**src/rtl/fifo_rr_arbiter.sv**
```systemverilog
// fifo_rr_arbiter: round-robin share of one fifo enqueue port among NREQ valid/ready requesters, optional packet lock
module fifo_rr_arbiter #(
    parameter int NREQ   = 4,
    parameter int WIDTH  = 8,
    parameter int PACKET = 1,
    localparam int IW    = (NREQ > 1) ? $clog2(NREQ) : 1
) (
    input  logic                  clock,
    input  logic                  reset,
    input  logic [NREQ-1:0]       req_valid,
    input  logic [NREQ-1:0]       req_last,
    input  logic [NREQ*WIDTH-1:0] req_data,
    output logic [NREQ-1:0]       req_ready,
    input  logic                  fifo_full,
    output logic                  fifo_enqueue,
    output logic [WIDTH-1:0]      fifo_data,
    output logic [IW-1:0]         grant_id,
    output logic                  busy
);
    typedef enum logic {IDLE, LOCKED} state_t;
    state_t state, next_state;
    logic [IW-1:0] last_id, lock_id, next_last, next_lock, winner;
    logic found, open, xfer;
    function automatic logic [IW-1:0] wrap_add(input logic [IW-1:0] a, input int k);
        int s;
        s = int'(a) + k;
        return IW'(s >= NREQ ? s - NREQ : s);
    endfunction
    always_ff @(posedge clock) begin
        if (reset) begin
            state   <= IDLE;
            last_id <= IW'(NREQ - 1);
            lock_id <= '0;
        end else begin
            state   <= next_state;
            last_id <= next_last;
            lock_id <= next_lock;
        end
    end
    always_comb begin
        found  = 1'b0;
        winner = '0;
        for (int k = 1; k <= NREQ; k++) begin
            if (!found && req_valid[wrap_add(last_id, k)]) begin
                found  = 1'b1;
                winner = wrap_add(last_id, k);
            end
        end
    end
    always_comb begin
        next_state = state;
        next_last  = last_id;
        next_lock  = lock_id;
        if (xfer && state == IDLE) begin
            next_last = winner;
            if (PACKET != 0 && !req_last[winner]) begin
                next_state = LOCKED;
                next_lock  = winner;
            end
        end else if (xfer && req_last[lock_id]) begin
            next_state = IDLE;
        end
    end
    always_comb begin
        grant_id     = (state == LOCKED) ? lock_id : winner;
        open         = !reset && !fifo_full && (state == LOCKED || found);
        xfer         = open && req_valid[grant_id];
        req_ready    = '0;
        req_ready[grant_id] = open;
        fifo_enqueue = xfer;
        fifo_data    = req_data[int'(grant_id)*WIDTH +: WIDTH];
        busy         = (state == LOCKED);
    end
endmodule

```
**config.mk**
```make
export PLATFORM = sky130hd
export DESIGN_NAME = fifo_rr_arbiter
export DESIGN_NICKNAME = d
export VERILOG_FILES = /design/src/rtl/fifo_rr_arbiter.sv
export SDC_FILE = /design/constraint.sdc
export NUM_CORES = 1
export LEC_CHECK = 0
export ABC_AREA = 1
export CORE_ASPECT_RATIO = 0.8
export CORE_MARGIN = 5
export CORE_UTILIZATION = 40
export DETAILED_ROUTE_END_ITERATION = 10
export GPL_TIMING_DRIVEN = 0
export PLACE_DENSITY = 0.86
export RECOVER_POWER = 50
export SLEW_MARGIN = 20
export SYNTH_ARGS = -nofsm -noshare
export SYNTH_HDL_FRONTEND = slang
export SYNTH_SLANG_ARGS = --single-unit
```
**constraint.sdc**
```tcl
create_clock -name clock -period 3.7 [get_ports clock]
set_input_delay 0.37 -clock clock [delete_from_list [all_inputs] [get_ports clock]]
set_output_delay 0.37 -clock clock [all_outputs]
set_load 0.02 [all_outputs]
```
Yosys cells after proc, flatten, opt, wreduce, memory -nomap -nowiden
Cells that the tools add are included.

Reduce and logical (&&, ||, !) cells: 18. $add $sub $neg: 8. Shift operators: 1. Magnitude comparators: 12. Mux-type cells: 32. Equal/unequal tests: 1. Bitwise gates (word level): 3.

Operators with widths (count): 32-bit by 6-bit variable part select with 8-bit output (1); 2-bit by 3-bit less-than comparator with 1-bit output, second input constant (7); 2-bit 2-to-1 mux (9); 1-bit 2-to-1 mux (15); 1-bit binary-select mux with 2-bit select (7); 3-bit >= comparator, second input constant (3); 1-bit logical AND (9); 2-bit by 1-bit subtractor with 2-bit output, second input constant (4); 2-bit by 2-bit adder with 3-bit output, second input constant (2); 1-bit zero test (5); 2-bit by 3-bit adder with 4-bit output, second input constant (1); 4-bit bitwise AND (1); 4-bit by 3-bit >= comparator with 1-bit output, second input constant (1); 2-bit AND reduction (2); 2-bit by 1-bit adder with 3-bit output, second input constant (1); 1-bit demux with 2-bit select (1); 2-bit by 1-bit >= comparator with 1-bit output, second input constant (1); 2-bit inequality test, second input constant (1); 1-bit inverter (2); 2-bit nonzero test (1); 1-bit logical OR (1).

Word-level logic and storage cells: 78. Flip-flop bits (word level): 5. Output and inout bits: 16.

Longest topological paths before layout
Word-level depth: 22. Depth in mapped cells: 19. Depth with buffers taken out: 18.

Worst setup path before layout
No wires, ideal clock.

Path kind: register to output. Start point: register last_id[0]. End point: output fifo_data[4]. Path buffers: 1. Setup slack: 1.448 ns. Stages on the path, launching flop included: 16. Data arrival time: 1.882 ns. Required time: 3.330 ns. Cells stage by stage: dfxtp_1 buf_6 inv_8 nand2_2 nand2_2 nand2_2 nand2_2 nor2_4 nand3_2 nand2_1 nand3_2 nand2_4 inv_1 nor2_2 a22oi_1 nand3_1.

Word-level cells in the longest chain between the ends: 17. Elaborated cells on any way between the ends: 39.

Ends and longest elaborated chain: start: declaration (line 22) `logic [IW-1:0] last_id, lock_id, next_last, next_lock, winner;`; start signal: assignment (line 32) `last_id <= IW'(NREQ - 1);`; start signal: assignment (line 36) `last_id <= next_last;`; 2-bit by 1-bit adder with 3-bit output (line 26) `s = int'(a) + k;`; 3-bit >= comparator / 2-bit by 1-bit subtractor with 2-bit output (equally long branches) (line 27) `return IW'(s >= NREQ ? s - NREQ : s);`; 2-bit 2-to-1 mux (line 27); 1-bit binary-select mux with 2-bit select (line 44) `if (!found && req_valid[wrap_add(last_id, k)]) begin`; 1-bit 2-to-1 mux (implied by the code) (line 44); 1-bit 2-to-1 mux (line 44); 1-bit zero test (line 44); 1-bit logical AND (line 44); [... 2 more ...]; 1-bit logical AND (line 44); 1-bit 2-to-1 mux (line 44); 1-bit zero test (line 44); 1-bit logical AND (line 44); 2-bit 2-to-1 mux (*) (line 44); 2-bit 2-to-1 mux (*) (line 65) `grant_id = (state == LOCKED) ? lock_id : winner;`; named net grant_id[0] (line 17) `output logic [IW-1:0] grant_id,`; 32-bit by 6-bit variable part select with 8-bit output (*) (line 71) `fifo_data = req_data[int'(grant_id)*WIDTH +: WIDTH];`; end: declaration (line 16) `output logic [WIDTH-1:0] fifo_data,`.

The timed path passes the listed nets; every way through them passes the cells marked *. The select of a mux whose other input is x is not followed.

Final worst setup path
Start point: input req_valid[3]. End point: output fifo_data[1].

Word-level cells in the longest chain between the ends: 14. Elaborated cells on any way between the ends: 23.

Ends and longest elaborated chain: start: declaration (line 10) `input logic [NREQ-1:0] req_valid,`; 1-bit binary-select mux with 2-bit select (line 44); 1-bit 2-to-1 mux (implied by the code) (line 44); 1-bit 2-to-1 mux (line 44); 1-bit zero test (line 44); 1-bit logical AND (line 44); 1-bit 2-to-1 mux (line 44); 1-bit zero test (line 44); 1-bit logical AND (line 44); 1-bit 2-to-1 mux (line 44); 1-bit zero test (line 44); 1-bit logical AND (line 44); 2-bit 2-to-1 mux (*) (line 44); 2-bit 2-to-1 mux (*) (line 65); 32-bit by 6-bit variable part select with 8-bit output (*) (line 71).

Every way passes the cells marked *; elsewhere a longest branch is shown, timed or not. The select of a mux whose other input is x is not followed.

==> results.txt <==
----------------------------------------------------
[Yosys]
  Netlist area before placement ... 940.9 um2
  Yosys top cell by area ... sky130_fd_sc_hd__nand2_1
  Warnings, synthesis ... 0
  Post-synthesis sequential area ratio ... 0.1064
  Cell with the most instances after synthesis ... sky130_fd_sc_hd__nand2_1
  Average footprint of a synthesized cell ... 5.808 um2
  Synth unique cells ... 26
  Most frequent cells after synthesis ... 66 x sky130_fd_sc_hd__nand2_1, 18 x sky130_fd_sc_hd__nand2_2, 15 x sky130_fd_sc_hd__inv_1
  Yosys top cell area share ... 0.2633
  Number of standard cells after synthesis ... between 150 and 200
  FFs w/ async S/R, synth ... 0
  Number of flip-flops and latches in the synthesized netlist ... 5
  Number of flops mapped to enable cells by yosys ... 0
  Leading cell types by total area after synthesis ... sky130_fd_sc_hd__nand2_1 26%, sky130_fd_sc_hd__nand2_2 12%, sky130_fd_sc_hd__dfxtp_1 11%
  Most frequently used flop master after synthesis ... sky130_fd_sc_hd__dfxtp_1
  Syn Nets ... 205

[Run]
  Maxcap violations ... 0

[STA]
  Max transition margin ... 0.7564
  Final count of pins violating max slew ... 0
  Transition time at the pin with the least slew margin ... 0.3651 ns
  Clk_skew ... 0.005635 ns
  Unrepaired setup endpoints after global routing ... no
  Setup TNS ... 0 ns
  Crit path time final ... 3.413 ns
  Share of the clock period used by the worst path ... 0.9225
  Highest attainable clock frequency ... 293.0 MHz
  Setup-failing EPs final ... 0
  Fin. Hold Viols ... 0

[Clock tree]
  Number of buffers created by CTS ... 3
  Number of levels the H-tree was split into ... 1
  Largest buffer count on any clock path ... 2
  Total setup buffers inserted after CTS ... 0
  Clock latency of the later-clocked register in the worst-skew pair ... 0.25 ns
  CTS root buffer ... sky130_fd_sc_hd__clkbuf_4
  CTS tree ... done
  Number of buffers inserted for hold repair after clock tree synthesis ... 0
  Number of gates given a new drive strength after cts ... 0
  CTS clock-pin slew for the worst setup and hold paths ... 0.04 ns
  CTS sink cnt ... 5

[Route]
  Detailed-route wire length per cell ... 13.39 um
  Number of DRC violations after detailed routing ... 0
  Vias/cell ... slightly above 5
  Antenna Violating Nets Remaining ... 0
  DRT Pass-1 Iters ... 4
  Vias after detailed routing ... approximately 1300
  DRC marker count from the first detailed-route iteration ... 70
  Final WL ... 3333 um

[Worst setup path]
  Startpoint of the worst register-to-register path ... last_id[0]$_SDFFE_PP1P_
  Highest fanout seen on the critical path ... 8
  Endpoint required time on the critical path ... roughly 3.3 ns
  Startpoint of the most critical setup path ... req_valid[3]
  Endpoint class of the critical path ... output pin
  Slowest Stage Delay on Critical Path ... a little over 0.6 ns
  CP delay by family, top ... simple AND/OR/NAND/NOR gates
  Slowest cell on the critical path ... sky130_fd_sc_hd__clkdlybuf4s50_1
  Kind of start point of the critical path ... input port
  Critical setup path kind ... input port to output pin
  Buffer and inverter count on the worst path ... 3
  Dominant cell type by count on the critical path ... sky130_fd_sc_hd__nand2_2
  Ordered list of cells on the worst path ... clkdlybuf4s50_1 > nand2_1 > nand2_2 > nand2_2 > nand2_2 > nor2_4 > nand2_2 > o21ai_2 > inv_1 > nand2_1 > o21ai_4 > nor2_2 > nand2_1 > nand4_1 > clkdlybuf4s50_1
  Data arrival at the endpoint of the critical path ... between 3 and 4 ns

[Finish]
  Post-synthesis to final-layout area growth ... 66.89%
  Number of nets in the layout ... 268
  Fill cell instance count of the final layout ... just over 200
  Number of standard cells in the final layout excluding fillers ... roughly 250
  Proportion of layout cells with a drive suffix above 1 ... 0.1786
  Diodes inserted ... 0

[Floorplanning]
  Area of the placeable core ... 2196 um2
  Initial core utilization ... 0.4285
  Die Outline Area ... 3428 um2
  Die outline width ... 64.23 um
  Vertical die dimension ... 53.38 um
  Total number of placement rows ... 15
  Io pins ... 59

[Place]
  Final weighted congestion of routability-driven global placement ... 0.8762
  Number of placed cells counting well taps ... approximately 250
  Detailed placer's ending HPWL ... 2935 um
  IO Port Bufs ... 58

[Hold path]
  Worst Min Path Start ... lock_id[1]$_SDFFE_PP0P_
  Hold Path Class ... register to register

[Global routing]
  Total routing resource utilization after global routing ... 0.1990
  Maximum number of pins on one net before global-route repair ... 10
  Number of antenna violations at the first check in global routing ... 0
  Global-route congestion overflow total ... 0
  Global-route wire length before repair ... ~5500 um
  Vias in the first global route ... 1285

[Status]
  Run status ... finished clean

----------------------------------------------------
## flip-flops by register name, summed over array words and instances, names as in the netlist
name	flops
last_id	2
busy	1
lock_id	2
## layout by cell type, fill, tap and decap left out
| cell type | instances |
|---|---|
| sky130_fd_sc_hd__o21ai_0 | 2 |
| sky130_fd_sc_hd__nand2_2 | 17 |
| sky130_fd_sc_hd__inv_1 | 15 |
| sky130_fd_sc_hd__inv_8 | 1 |
| sky130_fd_sc_hd__buf_6 | 2 |
| sky130_fd_sc_hd__and2b_1 | 1 |
| sky130_fd_sc_hd__nor2_4 | 1 |
| sky130_fd_sc_hd__a22oi_1 | 3 |
| sky130_fd_sc_hd__dlygate4sd3_1 | 5 |
| sky130_fd_sc_hd__a21oi_2 | 2 |
| sky130_fd_sc_hd__dfxtp_1 | 5 |
| sky130_fd_sc_hd__nor2_2 | 2 |
| sky130_fd_sc_hd__o211ai_2 | 1 |
| sky130_fd_sc_hd__nor3_1 | 2 |
| sky130_fd_sc_hd__a21oi_1 | 3 |
| sky130_fd_sc_hd__clkbuf_4 | 3 |
| sky130_fd_sc_hd__clkdlybuf4s50_1 | 53 |
| sky130_fd_sc_hd__nand3_2 | 3 |
| sky130_fd_sc_hd__clkbuf_1 | 1 |
| sky130_fd_sc_hd__nand3_1 | 10 |
| sky130_fd_sc_hd__o211ai_1 | 3 |
| sky130_fd_sc_hd__nand2_1 | 67 |
| sky130_fd_sc_hd__o21ai_4 | 1 |
| sky130_fd_sc_hd__o21ai_2 | 1 |
| sky130_fd_sc_hd__nor2_1 | 3 |
| sky130_fd_sc_hd__or2_2 | 1 |
| sky130_fd_sc_hd__nand2_4 | 4 |
| sky130_fd_sc_hd__nand4_1 | 11 |
| sky130_fd_sc_hd__inv_4 | 1 |
## metrics by stage
step	area (um2)	utilization	setup slack (ns)	hold slack, ns
after global placement	1553	0.7071	0.3878	0.4676
final	1570	0.7151	0.2869	0.5117
after global routing	1570	0.7151	0.04944	0.5468
after CTS	1579	0.7191	0.2923	0.5097
after detailed placement	1553	0.7071	0.3024	0.5032
after floorplan	940.9	-	1.448	0.4324
## cell type report
cell class	count	area [um2]	area share
Multi-Input combinational cell	138	735.7	0.4685
Timing Repair Buffer	58	580.6	0.3697
Sequential cell	5	100.1	0.06374
Inverter	17	73.82	0.04701
Tap cell	25	31.28	0.01992
Clock buffer	4	26.28	0.01673
Buffer	2	22.52	0.01434
## kinds of logic (layout without fill, tap and decap cells)
logic type,after synthesis,after routing,synth area share
DFF,5,5,0.1064
AOI/OAI and AO/OA,16,16,0.1330
buffers and inverters,19,81,0.1024
and+or+nand+nor,122,122,0.6583
## worst reg2reg max path, delay by kind of cell (launching register included)
family                 cells  cell delay, ns
and+or+nand+nor           13            1.25
DFF                        1            0.32
buffers and inverters      3            0.27
AOI/OAI and AO/OA          2            0.20
## worst paths after layout
path	endpoint	cells after the start	slack (ns)
worst max-delay path	fifo_data[1]	15	0.29
worst min register to register	lock_id[1]$_SDFFE_PP0P_	2	0.51
worst min-delay path	lock_id[1]$_SDFFE_PP0P_	2	0.51
worst max register to register	lock_id[1]$_SDFFE_PP0P_	18	1.52
## layer usage
| layer | share of wire | global-route usage | vias up |
|---|---|---|---|
| li1 | - | - | 656 |
| met1 | 0.42 | 0.2372 | 565 |
| met2 | 0.52 | 0.3579 | 37 |
| met3 | 0.044 | 0.02548 | 6 |
| met4 | 0.014 | 0.08814 | 0 |
| met5 | 0 | 0 | - |
Power is left out: the tool's default activity adds up to more than one toggle a clock period on the data nets, which glitch-free logic cannot reach.
